[config.mk]
export PLATFORM = sky130hd
export DESIGN_NAME = ncc_window_ctrl
export DESIGN_NICKNAME = d
export VERILOG_FILES = /design/src/rtl/ncc_pkg.sv /design/src/rtl/wrap_counter.sv /design/src/rtl/ncc_window_ctrl.sv
export SDC_FILE = /design/constraint.sdc
export NUM_CORES = 1
export LEC_CHECK = 0
export ABC_AREA = 1
export CORE_MARGIN = 2
export CORE_UTILIZATION = 50
export CTS_CLUSTER_SIZE = 10
export DETAILED_ROUTE_END_ITERATION = 8
export GPL_TIMING_DRIVEN = 1
export PLACE_DENSITY_LB_ADDON = 0.2
export SLEW_MARGIN = 10
export SYNTH_ARGS = -nofsm -noshare
export SYNTH_HDL_FRONTEND = slang
export SYNTH_SLANG_ARGS = --single-unit
[constraint.sdc]
create_clock -name clk -period 5.1 [get_ports clk]
set_input_delay 0.51 -clock clk [delete_from_list [all_inputs] [get_ports clk]]
set_output_delay 0.51 -clock clk [all_outputs]
set_load 0.01 [all_outputs]
[src/rtl/ncc_pkg.sv]
// rtl/ncc_pkg.sv - shared constants and FSM state type for the NCC window controller
package ncc_pkg;

  localparam int ROW_PIXELS_DEF = 80;
  localparam int NUM_ROWS_DEF   = 16;
  localparam int DESC_W_DEF     = 16;
  localparam int ADDR_W         = 10;

  typedef enum logic [1:0] {
    ST_IDLE = 2'd0,
    ST_FILL = 2'd1,
    ST_SCAN = 2'd2,
    ST_DONE = 2'd3
  } state_e;

endpackage

[src/rtl/wrap_counter.sv]
// rtl/wrap_counter.sv - modulo-N up-counter with enable, synchronous clear and wrap pulse
module wrap_counter #(
  parameter int N = 16,
  parameter int W = $clog2(N - 1) + 1
) (
  input  logic         clk,
  input  logic         rst,
  input  logic         en_i,
  input  logic         clr_i,
  output logic [W-1:0] cnt_o,
  output logic         wrap_o
);

  logic [W-1:0] cnt_q, cnt_d;

  // wrap_o marks the enabled step that returns the count to zero
  assign wrap_o = en_i && (cnt_q == W'(N - 1));
  assign cnt_o  = cnt_q;

  always_comb begin
    cnt_d = cnt_q;
    if (clr_i) begin
      cnt_d = '0;
    end else if (en_i) begin
      cnt_d = wrap_o ? '0 : cnt_q + 1'b1;
    end
  end

  always_ff @(posedge clk or posedge rst) begin
    if (rst) begin
      cnt_q <= '0;
    end else begin
      cnt_q <= cnt_d;
    end
  end

endmodule

[src/rtl/ncc_window_ctrl.sv]
// rtl/ncc_window_ctrl.sv - fills the row BRAM window, then scans descriptor-wide columns per offset
module ncc_window_ctrl
  import ncc_pkg::*;
#(
  parameter int ROW_PIXELS = ROW_PIXELS_DEF,
  parameter int NUM_ROWS   = NUM_ROWS_DEF,
  parameter int DESC_W     = DESC_W_DEF
) (
  input  logic                clk,
  input  logic                rst,
  input  logic                start,
  input  logic                abort,
  input  logic [7:0]          pix_data,
  input  logic                pix_valid,
  output logic                pix_ready,
  output logic [NUM_ROWS-1:0] wr_en,
  output logic [ADDR_W-1:0]   wr_addr,
  output logic [7:0]          wr_data,
  output logic [ADDR_W-1:0]   rd_addr,
  input  logic                corr_ready,
  output logic                rd_valid,
  output logic                rd_first,
  output logic                rd_last,
  output logic [ADDR_W-1:0]   offset,
  output logic                busy,
  output logic                done
);

  localparam int NOFF  = ROW_PIXELS - DESC_W + 1;
  localparam int COL_W = $clog2(ROW_PIXELS - 1) + 1;
  localparam int ROW_W = $clog2(NUM_ROWS - 1) + 1;
  localparam int K_W   = $clog2(DESC_W - 1) + 1;
  localparam int OFF_W = $clog2(NOFF - 1) + 1;

  state_e state_q, state_d;

  logic             start_act, abort_act, accept, issue, cnt_clr;
  logic [COL_W-1:0] col_cnt;
  logic [ROW_W-1:0] row_cnt;
  logic [K_W-1:0]   k_cnt;
  logic [OFF_W-1:0] off_cnt;
  logic             col_wrap, row_wrap, k_wrap, off_wrap;

  logic              rd_valid_q, rd_valid_d;
  logic              rd_first_q, rd_first_d;
  logic              rd_last_q, rd_last_d;
  logic [ADDR_W-1:0] offset_q, offset_d;

  assign start_act = (state_q == ST_IDLE) && start;
  assign abort_act = abort && ((state_q == ST_FILL) || (state_q == ST_SCAN));
  // abort outranks both the pixel handshake and the column issue
  assign accept    = (state_q == ST_FILL) && pix_valid && !abort;
  assign issue     = (state_q == ST_SCAN) && corr_ready && !abort;
  assign cnt_clr   = start_act || abort_act;

  wrap_counter #(.N(ROW_PIXELS), .W(COL_W)) u_col (
    .clk(clk), .rst(rst), .en_i(accept), .clr_i(cnt_clr), .cnt_o(col_cnt), .wrap_o(col_wrap)
  );

  wrap_counter #(.N(NUM_ROWS), .W(ROW_W)) u_row (
    .clk(clk), .rst(rst), .en_i(col_wrap), .clr_i(cnt_clr), .cnt_o(row_cnt), .wrap_o(row_wrap)
  );

  wrap_counter #(.N(DESC_W), .W(K_W)) u_k (
    .clk(clk), .rst(rst), .en_i(issue), .clr_i(cnt_clr), .cnt_o(k_cnt), .wrap_o(k_wrap)
  );

  wrap_counter #(.N(NOFF), .W(OFF_W)) u_off (
    .clk(clk), .rst(rst), .en_i(k_wrap), .clr_i(cnt_clr), .cnt_o(off_cnt), .wrap_o(off_wrap)
  );

  always_comb begin
    state_d = state_q;
    case (state_q)
      ST_IDLE: if (start) state_d = ST_FILL;
      ST_FILL: begin
        if (abort)         state_d = ST_IDLE;
        else if (row_wrap) state_d = ST_SCAN;
      end
      ST_SCAN: begin
        if (abort)         state_d = ST_IDLE;
        else if (off_wrap) state_d = ST_DONE;
      end
      ST_DONE: state_d = ST_IDLE;
      default: state_d = ST_IDLE;
    endcase
  end

  always_comb begin
    rd_valid_d = issue;
    rd_first_d = issue && (k_cnt == '0);
    rd_last_d  = issue && (k_cnt == K_W'(DESC_W - 1));
    offset_d   = issue ? ADDR_W'(off_cnt) : offset_q;
  end

  always_ff @(posedge clk or posedge rst) begin
    if (rst) begin
      state_q    <= ST_IDLE;
      rd_valid_q <= 1'b0;
      rd_first_q <= 1'b0;
      rd_last_q  <= 1'b0;
      offset_q   <= '0;
    end else begin
      state_q    <= state_d;
      rd_valid_q <= rd_valid_d;
      rd_first_q <= rd_first_d;
      rd_last_q  <= rd_last_d;
      offset_q   <= offset_d;
    end
  end

  assign pix_ready = (state_q == ST_FILL) && !abort;
  assign wr_en     = accept ? (NUM_ROWS'(1) << row_cnt) : '0;
  assign wr_addr   = ADDR_W'(col_cnt);
  assign wr_data   = pix_data;
  // counters idle at zero outside SCAN, so the read address rests at 0
  assign rd_addr   = ADDR_W'(off_cnt) + ADDR_W'(k_cnt);
  assign rd_valid  = rd_valid_q;
  assign rd_first  = rd_first_q;
  assign rd_last   = rd_last_q;
  assign offset    = offset_q;
  assign busy      = (state_q != ST_IDLE);
  assign done      = (state_q == ST_DONE);

endmodule

### Word level (Yosys, flattened, before mapping)

Index checks and enable logic that the tools add are counted.

| storage, ports and cells | value |
|---|---|
| flip-flop bits (word level) | 37 |
| bits in latches | 0 |
| memory bits (writable) | 0 |
| ROM bits | 0 |
| input port bits | 14 |
| output and inout bits | 60 |
| memories | 0 |

| cells by class | value |
|---|---|
| $add $sub $neg | 5 |
| multipliers | 0 |
| div/mod/pow operators | 0 |
| magnitude comparators | 0 |
| equal/unequal tests | 10 |
| shifts and indexed selects | 1 |
| mux-type cells | 19 |
| bitwise logic cells | 0 |
| reductions and logical operators | 23 |

Operators by type and width:

| cell | count |
|---|---|
| 2-to-1 mux 5 bit | 6 |
| 2-to-1 mux 8 bit | 3 |
| 2-to-1 mux 7 bit | 3 |
| 2-to-1 mux 16 bit | 1 |
| << shifter 1 x 5 -> 16 bit, first input constant | 1 |
| logical AND 1 bit | 12 |
| adder 5 x 1 -> 5 bit, second input constant | 2 |
| equality test 5 x 4 -> 1 bit, second input constant | 2 |
| 2-to-1 mux 2 bit | 5 |
| nonzero test 2 bit | 5 |
| adder 7 x 5 -> 8 bit | 1 |
| adder 8 x 1 -> 8 bit, second input constant | 1 |
| equality test 8 x 7 -> 1 bit, second input constant | 1 |
| case mux 2 bit (4 select lines) | 1 |
| adder 7 x 1 -> 7 bit, second input constant | 1 |
| equality test 7 bit, second input constant | 1 |
| != test 3 x 2 -> 1 bit, second input constant | 2 |
| zero test 5 bit | 1 |
| equality test 2 bit, second input constant | 2 |
| AND reduction 3 bit | 1 |
| equality test 2 x 1 -> 1 bit, second input constant | 1 |
| zero test 2 bit | 1 |
| logical OR 1 bit | 2 |
| != test 2 bit, second input constant | 1 |
| zero test 1 bit | 1 |

### Logic depth before layout (Yosys ltp)

| depth | value |
|---|---|
| depth in word-level cells | 8 |
| mapped depth | 11 |
| mapped depth without buffers | 11 |

### Cells and area by module

A second synthesis with hierarchy kept.

| unflattened totals | value |
|---|---|
| cells, all modules | 377 |
| area total of the unflattened synthesis | 2,667.6 sq um |

Modules (own cells, without submodules):

| module | times used | cells an instance | area an instance (sq um) | sequential area each (sq um) |
|---|---|---|---|---|
| ncc_window_ctrl | 1 | 165 | 1,167.4 | 300.3 |
| wrap_counter (u_k ...) | 2 | 35 | 264.0 | 125.1 |
| wrap_counter (u_col) | 1 | 69 | 495.5 | 200.2 |
| wrap_counter (u_off) | 1 | 73 | 476.7 | 175.2 |

### Least setup slack after synthesis

Ideal clock, no wire load.

| timing path | value |
|---|---|
| kind | register to output |
| start | register u_k.cnt_q[0] (netlist: u_k.cnt_o[0]) |
| end | output rd_addr[6] |
| arrival time | 1,701 ps |
| data required time | 4,590 ps |
| slack | 2,889 ps |
| stages on the path, launching flop included | 8 |
| path through | dfrtp_1 -> ha_1 -> inv_1 -> fa_1 -> o21ai_0 -> nand2_1 -> a21oi_1 -> xor2_1 |

| between the ends | value |
|---|---|
| word-level cells in the longest chain between the ends | 1 |

Ends and longest elaborated chain:

| element | line | source |
|---|---|---|
| start, declared | wrap_counter.sv:14 | `logic [W-1:0] cnt_q, cnt_d;` |
| start signal, assigned | wrap_counter.sv:33 | `cnt_q <= cnt_d;` |
| adder 7 x 5 -> 8 bit | ncc_window_ctrl.sv:117 | `assign rd_addr = ADDR_W'(off_cnt) + ADDR_W'(k_cnt);` |
| end, declared | ncc_window_ctrl.sv:19 | `output logic [ADDR_W-1:0] rd_addr,` |

No other way between the ends.

### Worst setup path in the final report

| timing path | value |
|---|---|
| start | register u_off.cnt_q[0] (netlist: u_off.cnt_o[0]) |
| end | output rd_addr[6] |

| between the ends | value |
|---|---|
| word-level cells in the longest chain between the ends | 1 |

Ends and longest elaborated chain:

| element | line |
|---|---|
| start, declared | wrap_counter.sv:14 |
| start signal, assigned | wrap_counter.sv:33 |
| adder 7 x 5 -> 8 bit | ncc_window_ctrl.sv:117 |

No other way between the ends.

==> summary.txt <==
Setup path
  • Worst R2R Path Depth: 7
  • Crit path required time: 4.59 ns
  • Kind of critical path: flop to primary output
  • Critical Path Source Type: flop
  • CP arrival: 2.61 ns
  • Crit end category: primary output
  • Worst Path Max Fanout: 4

Detailed routing
  • Routed WL: around 5.2 mm
  • Antenna Nets Post-Route: 0
  • Via count: approximately 2100
  • TritonRoute pass-1 iters: 4
  • Vias/cell: between 4 and 5
  • Post-route DRC: 0
  • Iter 0 DRT Violations: 96
  • Wire per inst: about 12 um

Power
  • Power per cell area: a little over 300 nW/um^2
  • Worst IR Drop VDD: 209 uV
  • P_leak: around 1.4 nW

STA
  • Fmax: 320 MHz
  • # setup viols final: 0
  • Final setup TNS: 0 ns
  • Worst-Margin Slew: 0.677 ns
  • Final Max Slew Viols: 0
  • Min Tclk post-route: 3.12 ns
  • Min Hold Slack: between 0.4 and 0.5 ns
  • Rel. slew slack: 0.547
  • RSZ-0062 raised after global routing: no
  • Final Hold Fails: 0
  • Clock Skews: about 0.0084 ns
  • Fraction of the cycle the final worst path needs: 0.612

CTS
  • Clk_lat worst skew: 0.29 ns
  • CTS Hold Bufs: 0
  • Worst-path clk slew: 0.07 ns
  • H-tree depth: 2
  • Clock sinks: 37
  • CTS tree: done
  • Root Driver: clkbuf_8
  • Setup bufs post-CTS: 0
  • Post-CTS sizing: 0
  • Num CTS Buffers: 5
  • Clock buffer depth: 2

Yosys
  • Flops & latches, synth: 37
  • Post-synth ARST share: 1.00
  • Top_reg_cell synth: dfrtp_1
  • Synth cell types: 33
  • Post-synth EDFFs: 0
  • Post-Syn Instances: 320
  • Total number of yosys warnings: 0
  • Mapped Area: between 2000 and 3000 um^2
  • Register area share after synthesis: 0.369
  • Mean Syn Cell Area: 7.84 um^2

Placed design
  • Detailed placement HPWL: 3.91 mm
  • Cell area after placement: 2990 um^2
  • IO buf count: 50
  • Placed Cells: between 400 and 500
  • RD Place Congestion: 0.849

Layout
  • Final Non-Filler Cells: 433
  • Nets: 401
  • Share of layout cells above drive strength 1: 0.0683
  • N_diodes: 0
  • Sequential cell area: around 930 um^2
  • Layout area overhead: 22.3%
  • Final Core Density: 0.641
  • Post-route cell area: 3070 um^2
  • Multi-input logic area: 1280 um^2
  • Fill count: 435

Hold path
  • Worst hold path class: flop to flop
  • Hold path depth: 2

Floorplanning
  • Die W: 74.8 um
  • Core box area: 4790 um^2
  • Ports: 74
  • Site Rows: 25
  • Initial core utilization: 0.524
  • Die area: roughly 5600 um^2
  • Die H: 74.8 um

Outcome
  • Status: completed

GRT
  • Number of global-route vias before repair: 1900
  • Overflow after GRT: 0
  • Maximum number of pins on one net before global-route repair: 38
  • Initial antenna violation count: 0
  • First-pass GRT wire length: between 8 and 9 mm
  • GRT Total Usage: 0.196

Flow run
  • Max Cap Viol: 0
[placed cells by master, fill, tap and decap left out, drive strengths merged]
cell / Yosys / routed
nand4: 10 / 10
a21oi: 10 / 10
o21bai: 1 / 1
conb: 1 / 7
nor2: 42 / 42
xnor2: 2 / 2
inv: 50 / 50
dfrtp: 37 / 37
o21ai: 28 / 28
clkdlybuf4s50: 0 / 50
a21o: 1 / 1
clkinv: 0 / 2
fa: 1 / 1
buf: 18 / 1
or2: 2 / 2
o311a: 1 / 1
nand2: 60 / 60
o211ai: 1 / 1
xor2: 8 / 8
ha: 21 / 21
nand3: 18 / 18
clkbuf: 1 / 6
nor3: 5 / 5
a31oi: 1 / 1
o22ai: 1 / 1
[Yosys cell counts, drive strengths merged (2+ instances only)]
cell type	n	area, um^2
xor2	8	70.1
or2	2	12.5
o21ai	28	140
nor2	42	189
xnor2	2	17.5
a21oi	10	53.8
nand2	60	240
inv	50	188
nand4	10	62.6
buf	18	134
ha	21	263
nor3	5	36.3
nand3	18	90.1
dfrtp	37	926
[critical path, stage by stage (launching register included)]
cell	delay [ns]
dfrtp_1	0.41
ha_1	0.21
inv_1	0.06
fa_1	0.39
o21ai_0	0.29
nand2_1	0.09
a21oi_1	0.17
xor2_1	0.16
clkdlybuf4s50_1	0.55
[where the power goes]
part / total [mW] / leakage, nW / internal (mW) / switching, mW
Clock: 0.197 / 0.0450 / 0.0947 / 0.102
Sequential: 0.364 / 0.508 / 0.333 / 0.0308
Combinational: 0.397 / 0.876 / 0.152 / 0.245
[per-layer routing]
| layer | part of all wire | up-vias | wire [um] | global-route usage |
|---|---|---|---|---|
| li1 | - | 1087 | - | - |
| met1 | 0.47 | 952 | 2400 | 0.251 |
| met2 | 0.48 | 49 | 2480 | 0.339 |
| met3 | 0.041 | 6 | 211 | 0.0335 |
| met4 | 0.012 | 0 | 64 | 0.0615 |
| met5 | 0 | - | 0 | 0 |
[metrics by stage]
stage	power, mW	setup WS (ns)
floorplan	0.638	2.89
global placement	0.760	2.19
detailed placement	0.766	2.08
CTS	0.966	1.95
global route	1.03	1.77
finish	0.957	1.98
[path summary, 6_finish.rpt]
check,end,slack (ns),from
max,rd_addr[6],1.98,u_off.cnt_o[0]
min,offset[6],0.48,offset[6]
max reg2reg,u_col.cnt_o[5],3.12,state_q[0]
min reg2reg,offset[6],0.48,offset[6]
max in group asynchronous,offset[5],4.14,rst
min in group asynchronous,u_col.cnt_o[5],0.63,rst
[layout make-up]
type,count,area share
clock buffer,6,0.0237
clock inverter,2,0.00326
multi-input combinational,220,0.417
timing repair buffer,51,0.166
tap,67,0.0273
inverter,50,0.0612
sequential,37,0.302
[sequential cells by signal (all words and copies together) (netlist names), 2 cells and up]
signal	cells
u_row.cnt_o	5
u_col.cnt_o	8
u_off.cnt_o	7
state_q	2
u_k.cnt_o	5
offset	7
[cells by family after synthesis]
group,Yosys count,share of synthesized area
simple gates,137,0.251
buf+inv,69,0.130
compound gates,44,0.101
flops,37,0.369
fa+ha+maj,22,0.113
xor+xnor,10,0.0349
other cells,1,0.00149
(Power assumes the default switching activity.)
